$ cat src/rtl/sprite_blitter.sv
`default_nettype none
// ============================================================================
//  Module      : sprite_blitter
//  Description : Streams one SPRITE_W x SPRITE_H sprite into a frame manager's
//                write slot. Waits for a slot offered to SOURCE_ID, latches
//                the sprite position and enable, reads the sprite ROM
//                row-major, and presents one pixel per cycle with a
//                transparency flag for colour-keyed or off-screen pixels.
//  Ports       : clk, reset               - clock, synchronous active-high reset
//                write_awaited,
//                write_source_sel         - slot offer and target source index
//                sprite_x, sprite_y,
//                sprite_enable            - sprite placement, sampled at slot start
//                rom_addr, rom_data       - sprite ROM (1-cycle read latency)
//                write_active             - pixel outputs valid this cycle
//                write_x_addr,
//                write_y_addr             - pixel coordinate
//                write_color_data,
//                write_transparent        - pixel colour, suppress-write flag
//  Revision    : 1.0 - initial release
// ============================================================================
module sprite_blitter #(
  parameter int SOURCE_ID   = 0,
  parameter int SEL_WIDTH   = 1,
  parameter int DRAW_WIDTH  = 640,
  parameter int DRAW_HEIGHT = 480,
  parameter int SPRITE_W    = 16,
  parameter int SPRITE_H    = 16,
  parameter int COLOR_DEPTH = 9,
  parameter logic [COLOR_DEPTH-1:0] TRANSPARENT_KEY = '1,
  localparam int XW   = $clog2(DRAW_WIDTH),
  localparam int YW   = $clog2(DRAW_HEIGHT),
  localparam int NPIX = SPRITE_W * SPRITE_H,
  localparam int AW   = $clog2(NPIX),
  localparam int CW   = $clog2(SPRITE_W)
) (
  input  logic                   clk,
  input  logic                   reset,
  input  logic                   write_awaited,
  input  logic [SEL_WIDTH-1:0]   write_source_sel,
  input  logic [XW-1:0]          sprite_x,
  input  logic [YW-1:0]          sprite_y,
  input  logic                   sprite_enable,
  output logic [AW-1:0]          rom_addr,
  input  logic [COLOR_DEPTH-1:0] rom_data,
  output logic                   write_active,
  output logic [XW-1:0]          write_x_addr,
  output logic [YW-1:0]          write_y_addr,
  output logic [COLOR_DEPTH-1:0] write_color_data,
  output logic                   write_transparent
);

  typedef enum logic [1:0] {
    S_ARM   = 2'd0,
    S_FETCH = 2'd1,
    S_DRAW  = 2'd2,
    S_DONE  = 2'd3
  } state_t;

  state_t          r_state;
  logic [XW-1:0]   r_lx;
  logic [YW-1:0]   r_ly;
  logic            r_len;
  logic [AW-1:0]   r_cnt;    // index of the pixel captured on the next DRAW edge

  logic            w_hit;
  logic [CW-1:0]   w_col;
  logic [AW-CW-1:0] w_row;
  logic [XW:0]     w_sum_x;  // one bit wider so off-screen sums never alias on-screen
  logic [YW:0]     w_sum_y;
  logic            w_clip;
  logic            w_key;
  logic            w_last;

  assign w_hit   = write_awaited && (write_source_sel == SEL_WIDTH'(SOURCE_ID));
  assign w_col   = r_cnt[CW-1:0];
  assign w_row   = r_cnt[AW-1:CW];
  assign w_sum_x = {1'b0, r_lx} + (XW+1)'(w_col);
  assign w_sum_y = {1'b0, r_ly} + (YW+1)'(w_row);
  assign w_clip  = (w_sum_x >= (XW+1)'(DRAW_WIDTH)) || (w_sum_y >= (YW+1)'(DRAW_HEIGHT));
  assign w_key   = (rom_data == TRANSPARENT_KEY);
  assign w_last  = (r_cnt == AW'(NPIX - 1));

  // ROM address runs two edges ahead of the captured pixel: address k is on
  // the bus during one cycle, the ROM returns it the next, and it is
  // registered onto the pixel outputs on the edge after that.
  always_ff @(posedge clk) begin
    if (reset) begin
      r_state           <= S_ARM;
      r_lx              <= '0;
      r_ly              <= '0;
      r_len             <= 1'b0;
      r_cnt             <= '0;
      rom_addr          <= '0;
      write_active      <= 1'b0;
      write_x_addr      <= '0;
      write_y_addr      <= '0;
      write_color_data  <= '0;
      write_transparent <= 1'b1;
    end else begin
      case (r_state)
        S_ARM: begin
          write_active      <= 1'b0;
          write_transparent <= 1'b1;
          rom_addr          <= '0;
          if (w_hit) begin
            r_lx    <= sprite_x;
            r_ly    <= sprite_y;
            r_len   <= sprite_enable;
            r_state <= S_FETCH;
          end
        end
        S_FETCH: begin
          r_cnt    <= '0;
          rom_addr <= AW'(1);
          r_state  <= S_DRAW;
        end
        S_DRAW: begin
          write_active     <= 1'b1;
          write_x_addr     <= w_sum_x[XW-1:0];
          write_y_addr     <= w_sum_y[YW-1:0];
          write_color_data <= rom_data;
          if (!r_len) begin
            // Disabled sprite: acknowledge the slot with one suppressed pixel.
            write_transparent <= 1'b1;
            r_state           <= S_DONE;
          end else begin
            write_transparent <= w_key || w_clip;
            rom_addr          <= r_cnt + AW'(2);
            r_cnt             <= r_cnt + AW'(1);
            if (w_last) begin
              r_state <= S_DONE;
            end
          end
        end
        S_DONE: begin
          // Hold here while the offer is still up so a stale write_awaited
          // cannot start a second burst.
          write_active      <= 1'b0;
          write_transparent <= 1'b1;
          rom_addr          <= '0;
          if (!write_awaited) begin
            r_state <= S_ARM;
          end
        end
        default: r_state <= S_ARM;
      endcase
    end
  end

endmodule
`default_nettype wire
$ cat config.mk
export PLATFORM = sky130hd
export DESIGN_NAME = sprite_blitter
export DESIGN_NICKNAME = d
export VERILOG_FILES = /design/src/rtl/sprite_blitter.sv
export SDC_FILE = /design/constraint.sdc
export NUM_CORES = 1
export LEC_CHECK = 0
export ABC_AREA = 1
export CORE_UTILIZATION = 46
export DETAILED_ROUTE_END_ITERATION = 16
export HOLD_SLACK_MARGIN = 0.03
export PLACE_DENSITY = 0.76
export SLEW_MARGIN = 20
export SYNTH_ARGS = -nofsm -noshare
export SYNTH_HDL_FRONTEND = slang
export SYNTH_SLANG_ARGS = --single-unit
$ cat constraint.sdc
create_clock -name clk -period 1.7 [get_ports clk]
set_clock_uncertainty 0.1 [all_clocks]
set_input_delay 0.425 -clock clk [delete_from_list [all_inputs] [get_ports clk]]
set_output_delay 0.425 -clock clk [all_outputs]
set_load 0.005 [all_outputs]
==> results.ini, run 1 <==
[outcome]
status = finished, violations left
violations = negative setup slack

[worst_setup_path]
required_ns = 1.85
slowest_stage = dfxtp_2
cp_max_fo = 5
critPathKind = flop to flop
end_kind = flop
max_stage_delay_ns = 0.36
critical_path_arrival_ns = 1.97
startpoint_type = flop
crit_chain = ha_4 > inv_2 > fa_2 > nand3b_1 > nand2_2 > nand3_2 > nand2_2 > nand3_2 > nand2_2 > nand3_2 > nand2_1 > nand2_1

[routing]
vias = 3241
ant_nets = 0
wl_per_cell_um = 13.3
drt_first_pass_iters = 4
viasPerCell = 4.95
drt_wl_total_um = 8710
route.detailed.drc = 0
drt-initial-drc-count = 142

[sta]
finalSetupTns_ns = -0.341
setup-violations-final = 5
finalHoldViolations = 0
whs_ns = 0.358
fmax_ghz = 0.548
max-slew-margin-rel_pct = 78.2
fin_ws_ns = -0.124
worst_slew_pin_slew_ns = 0.324
timing.final.max_slew_violations = 0
fin_crit_ns = 1.82
rsz0062_at_grt = yes
period_share_pct = 107

[synth]
netlist_area_sq_mm = 0.00334
synth_top_area_share_pct = 40.7
synthFlopType = dfxtp_1
avgSynthCellArea_sq_um = 7.25
yosysTopAreaCell = dfxtp_1
synth_area_leaders = dfxtp_1, nand2_1, inv_1
synth_cell_types = 39
ys_ff_latch = 68
ys_seq_area_share_pct = 40.7
synthArstFlopShare_pct = 0
synth_nets = 511
synth_edf_count = 0
syn_inst = 461
ys_warn_count = 0

[cts]
htree_levels = 3
hold_buffers = 0
cts_sinks = 68
cts_inserted_buffers = 9
cts_root_buf = clkbuf_8
cts_tree = built
clockBufferDepth = 2
cts.clk_slew.worst_paths_ns = 0.08
clock_latency_ns = 0.36

[die]
ios = 71
dieArea_sq_mm = 0.00762
die_w_um = 87.3
start_util_pct = 48.4
rows = 30
core_area_sq_mm = 0.00691
die_y_um = 87.3

[global_route]
first_global_vias = 3140
grt_pass1_wl_um = 14100
antenna_found_initial = 0
grt_usage_pct = 24.1
grt_overflow = 0
grt_max_degree = 40

[power]
vdd_drop_max_mv = 0.612
leakage_nw = 2.27
fin_total_pwr_mw = 5.58
power-per-cell-area_mw_per_mm2 = 1170

[placement]
gp_congestion = 0.894
hpwl_um = 6150
place_ws_ns = -0.136
io_buffers = 70

[worst_hold_path]
holdCritPathClass = flop to flop

[cells_and_area]
regArea_sq_mm = 0.00139
drive_gt1_share_pct = 21.1
final_common_cell = nand2_1
diodes = 0
final_nets = 604
area_growth_pct = 42.2
multi_input_area_sq_mm = 0.00186
utilization_pct = 68.9
fill_cells = 601
layout_common_cells = nand2_1, inv_1, nor2_1, dfxtp_1, o21ai_0

[job]
maxCapViolations = 0

-- flip-flops by register name, indices dropped and copies added (netlist names) --
register / cells
r_lx: 10
write_x_addr: 10
r_ly: 9
write_color_data: 9
write_y_addr: 9
r_cnt: 8
rom_addr: 8
r_state: 2
r_len: 1
write_active: 1
write_transparent: 1
-- final cells by class --
| cell class | instances | share of cell area, % |
|---|---|---|
| clock buffer | 11 | 3.18 |
| clock inverter | 5 | 1.76 |
| inverter | 63 | 4.97 |
| multi-input combinational | 313 | 39.2 |
| sequential | 68 | 29.2 |
| tap | 96 | 2.52 |
| timing repair buffer | 99 | 19.2 |
-- worst max-delay path, delay by kind of cell (launching register included) --
family,cells,cell delay (ns)
flops,1,0.36
simple gates,9,0.75
buf+inv,1,0.03
fa+ha+maj,2,0.47
-- synthesized netlist by cell type, drive strengths merged (6+ instances only) --
cell type  number
a21oi          38
nand3          25
xor2           10
inv            62
clkbuf         11
ha             15
nand2          86
nor2           61
o211ai          6
dfxtp          68
buf             6
o21ai          49
-- power by group --
group          switching, mW  internal [mW]
sequential             0.242           1.99
combinational          0.935          0.861
clock                  0.654          0.908
-- routing by layer --
metal | routed length, um | GRT usage [%] | vias up
met5 | 0 | 0 | -
met4 | 167 | 11.6 | 0
met3 | 425 | 4.08 | 15
met2 | 4310 | 41.5 | 79
met1 | 3810 | 29.0 | 1480
li1 | - | - | 1667
-- worst paths after layout --
check,to,depth (start not counted),startpoint,slack [ns]
worst min register to register,r_ly[0]$_SDFFE_PP0P_,2,r_ly[0]$_SDFFE_PP0P_,0.36
worst min-delay path,r_ly[0]$_SDFFE_PP0P_,2,r_ly[0]$_SDFFE_PP0P_,0.36
worst max register to register,write_transparent$_SDFFE_PP1P_,12,r_cnt[0]$_SDFFE_PP0P_,-0.12
worst max-delay path,write_transparent$_SDFFE_PP1P_,12,r_cnt[0]$_SDFFE_PP0P_,-0.12
-- cell families after synthesis --
kind of cell | Yosys count | share of synthesized area (%)
buffers and inverters | 80 | 9.54
xor gates and xnor gates | 11 | 2.88
adders and majority gates | 17 | 6.81
and+or+nand+nor | 188 | 24.6
muxes | 1 | 0.299
AOI/OAI and AO/OA | 96 | 15.2
DFF | 68 | 40.7
-- through the flow --
step / std cells / area [sq um]
6_report: 655 / 4760
5_1_grt: 655 / 4760
4_1_cts: 654 / 4610
3_5_place_dp: 638 / 4350
3_3_place_gp: 638 / 4350
2_1_floorplan: 461 / 3360
-- repair_timing --
| item | CTS | global route |
|---|---|---|
| pin swaps | 10 | 12 |
| buffers inserted | 1 | 2 |
| gates resized for setup | 66 | 34 |
| endpoints found under the setup margin | 53 | 27 |
Note: power is estimated with default switching activity, not from simulation.
==> inputs of run 2 (changes only) <==
ABC_AREA = default   (was 1)
SKIP_LAST_GASP = 1   (was default)
==> results.ini, run 2 <==
[sta]
max-slew-margin-rel_pct = 76.1  ; -2.2 points
fmax_ghz = 0.540  ; -1.5%
finalHoldViolations = 0  ; unchanged
fin_crit_ns = 1.85  ; +0.0283 ns
finalSetupTns_ns = -0.849  ; -0.508 ns
fin_ws_ns = -0.152  ; -0.0283 ns
timing.final.max_slew_violations = 0  ; unchanged
whs_ns = 0.363  ; +0.00542 ns
setup-violations-final = 11  ; +6
period_share_pct = 109  ; +1.7 points
worst_slew_pin_slew_ns = 0.359  ; +0.0351 ns
rsz0062_at_grt = yes

[routing]
wl_per_cell_um = 15.2  ; +14%
drt-initial-drc-count = 117  ; -18%
viasPerCell = 5.20  ; +5.0%
vias = 3138  ; -3.2%
drt_first_pass_iters = 4  ; unchanged
ant_nets = 0  ; unchanged
route.detailed.drc = 0  ; unchanged
drt_wl_total_um = 9170  ; +5.3%

[synth]
synth_edf_count = 0  ; unchanged
synthArstFlopShare_pct = 0  ; unchanged
synthFlopType = dfxtp_1
synthMuxAreaShare_pct = 6.10  ; +5.8 points
synth_top_area_share_pct = 41.5  ; +0.81 points
yosysTopAreaCell = dfxtp_1
synth_most_common_cell = dfxtp_1
netlist_area_sq_mm = 0.00328  ; -1.9%
synth_top_family_by_area = simple AND/OR/NAND/NOR gates
synth_commonest_cells = dfxtp_1, nand2_1, nor2_1, a21oi_1, mux2i_1
yosys.area_share.simple_pct = 21.1  ; -3.6 points
synth_cell_types = 43  ; +10%
avgSynthCellArea_sq_um = 8.54  ; +18%
synth_nets = 434  ; -15%
ys_warn_count = 0  ; unchanged
ys_seq_area_share_pct = 41.5  ; +0.81 points
synth_fa_ha_area_share_pct = 6.94  ; +0.14 points
synth_area_leaders = dfxtp_1, nand2_1, mux2i_1
ys_ff_latch = 68  ; unchanged
syn_inst = 384  ; -17%
synth_compound_area_share_pct = 14.8  ; -0.31 points
synth-xor-area-share_pct = 6.14  ; +3.3 points

[cells_and_area]
final_common_cell = nand2_1
top_regs = r_lx: 10 flops, write_x_addr: 10 flops
final_nets = 553  ; -8.4%
utilization_pct = 72.3  ; +3.4 points
area_growth_pct = 50.5
layout_common_cells = nand2_1, buf_4, nor2_1, dfxtp_1
drive_gt1_share_pct = 28.5  ; +7.4 points
diodes = 0  ; unchanged

[worst_setup_path]
required_ns = 1.88  ; +0.03 ns
timing.rr.end = write_x_addr[8]$_SDFFE_PP0P_
critical_path_arrival_ns = 2.03  ; +0.06 ns
crit_start = r_lx[0]$_SDFFE_PP0P_
reg2reg_slack_ns = -0.15  ; -0.03 ns
critPathKind = flop to flop
cp_max_fo = 3  ; -2
end_kind = flop
reg2reg_from = r_lx[0]$_SDFFE_PP0P_
startpoint_type = flop
reg2reg_depth = 8  ; -4

[power]
p_comb_share_pct = 32.4  ; +0.2 points
switching_power_mw = 1.64  ; -11%
p_seq_share_pct = 40.7  ; +0.8 points
vdd_drop_max_mv = 0.578  ; -5.4%
power_frac_clock_pct = 26.9  ; -1.1 points
power-per-cell-area_mw_per_mm2 = 998  ; -15%
fin_total_pwr_mw = 4.92  ; -12%
p_sw_share_pct = 33.2  ; +0.44 points
leakage_nw = 2.03  ; -11%
intPower_mw = 3.29  ; -12%

[placement]
hpwl_um = 5940  ; -3.5%
io_buffers = 70  ; unchanged
place_ws_ns = -0.234  ; -0.0978 ns
gp_congestion = 0.854  ; -4.5%

[die]
core_area_sq_mm = 0.00683  ; -1.1%
dieArea_sq_mm = 0.00747  ; -1.9%
die_w_um = 86.4  ; -0.95%
start_util_pct = 48.0  ; -0.42 points
die_y_um = 86.4  ; -0.95%
ios = 71  ; unchanged
rows = 30  ; unchanged

[outcome]
violations = negative setup slack
status = finished, violations left

[cts]
hold_buffers = 0  ; unchanged
cts_tree = built
htree_levels = 3  ; unchanged
cts_inserted_buffers = 9  ; unchanged
cts_sinks = 68  ; unchanged
clockBufferDepth = 2  ; unchanged
cts_root_buf = clkbuf_8
cts.clk_slew.worst_paths_ns = 0.08  ; about the same
clock_latency_ns = 0.36  ; about the same

[global_route]
grt_usage_pct = 25.1  ; +1.1 points
grt_max_degree = 32  ; -20%
antenna_found_initial = 0  ; unchanged
first_global_vias = 3048  ; -2.9%
grt_pass1_wl_um = 14300  ; +1.9%
grt_overflow = 0  ; unchanged

[job]
maxCapViolations = 0  ; unchanged

[worst_hold_path]
hp-start = write_x_addr[4]$_SDFFE_PP0P_
holdCritPathClass = flop to flop
holdPathEnd = write_x_addr[4]$_SDFFE_PP0P_
hold_depth = 2  ; unchanged

==> run 2: cell count changes after synthesis, moves of 3 or more <==
cell	delta
xnor2_1	+10
nor2b_1	+12
nor3_1	+5
nand3_1	-18
nor2_2	-3
inv_1	-53
nor2_1	-9
mux2i_1	+19
o21ai_1	-4
o21ai_0	-39
a21o_1	+5
o211ai_1	-6
a211oi_1	+15
nand2_1	-29
==> run 2: what timing repair did <==
| item | CTS | global route |
|---|---|---|
| pin swaps | 17 | 24 |
| setup endpoints to repair | 60 | 32 |
| gates resized for setup | 81 | 32 |
| buffers inserted | 5 | 12 |
==> run 2: area by class of cell <==
cell class / count / area (sq um)
fillers: 518 / 1900
well taps: 96 / 120
flip-flops and latches: 68 / 1410
clock inverters: 7 / 67.6
multi-input cells: 288 / 2070
inverters: 9 / 35.0
repair buffers: 127 / 1110
clock buffers: 9 / 124
==> run 2: how the worst max path moves through the flow <==
stage | endpoint | slack [ns]
2_1_floorplan | write_x_addr[8]$_SDFFE_PP0P_ | -0.11
3_3_place_gp | r_lx[8]$_SDFFE_PP0P_ | -0.20
3_5_place_dp | r_lx[8]$_SDFFE_PP0P_ | -0.23
4_1_cts | write_x_addr[8]$_SDFFE_PP0P_ | -0.16
5_1_grt | write_x_addr[8]$_SDFFE_PP0P_ | -0.27
6_report | write_x_addr[8]$_SDFFE_PP0P_ | -0.15
==> run 2: cell families (layout without fill, tap and decap cells) <==
family	after synthesis	in the layout
buf+inv	28	152
compound gates	77	77
mux	20	20
fa+ha+maj	17	17
simple gates	151	151
xor+xnor	23	23
flops	68	68
==> run 2: power groups by stage <==
stage	registers [mW]	logic, mW	clock network [mW]
global route	2.03	1.73	1.42
CTS	2.00	1.48	1.34
finish	2.00	1.59	1.33
floorplan	1.99	0.805	0
detailed placement	2.01	1.51	0
global placement	2.00	1.47	0
==> run 2: layer usage <==
layer / up-vias / share of wire, % / track usage [%]
met5: - / 0 / 0
met4: 0 / 3.3 / 13.6
met3: 24 / 5.2 / 5.33
met2: 91 / 49 / 43.5
met1: 1468 / 42 / 29.0
li1: 1555 / - / -
==> run 2: per-stage QoR <==
stage / area (sq um) / std cells
floorplan: 3340 / 384
global placement: 4420 / 576
detailed placement: 4420 / 576
CTS: 4740 / 595
global route: 4940 / 604
finish: 4940 / 604
==> run 2: worst max-delay path: stages, from the launching register on <==
cell      delay, ns
dfxtp_2        0.36
ha_4           0.14
inv_2          0.03
fa_2           0.33
nor2b_2        0.14
o31a_1         0.21
nand3_1        0.11
xnor2_1        0.14
a211oi_1       0.20
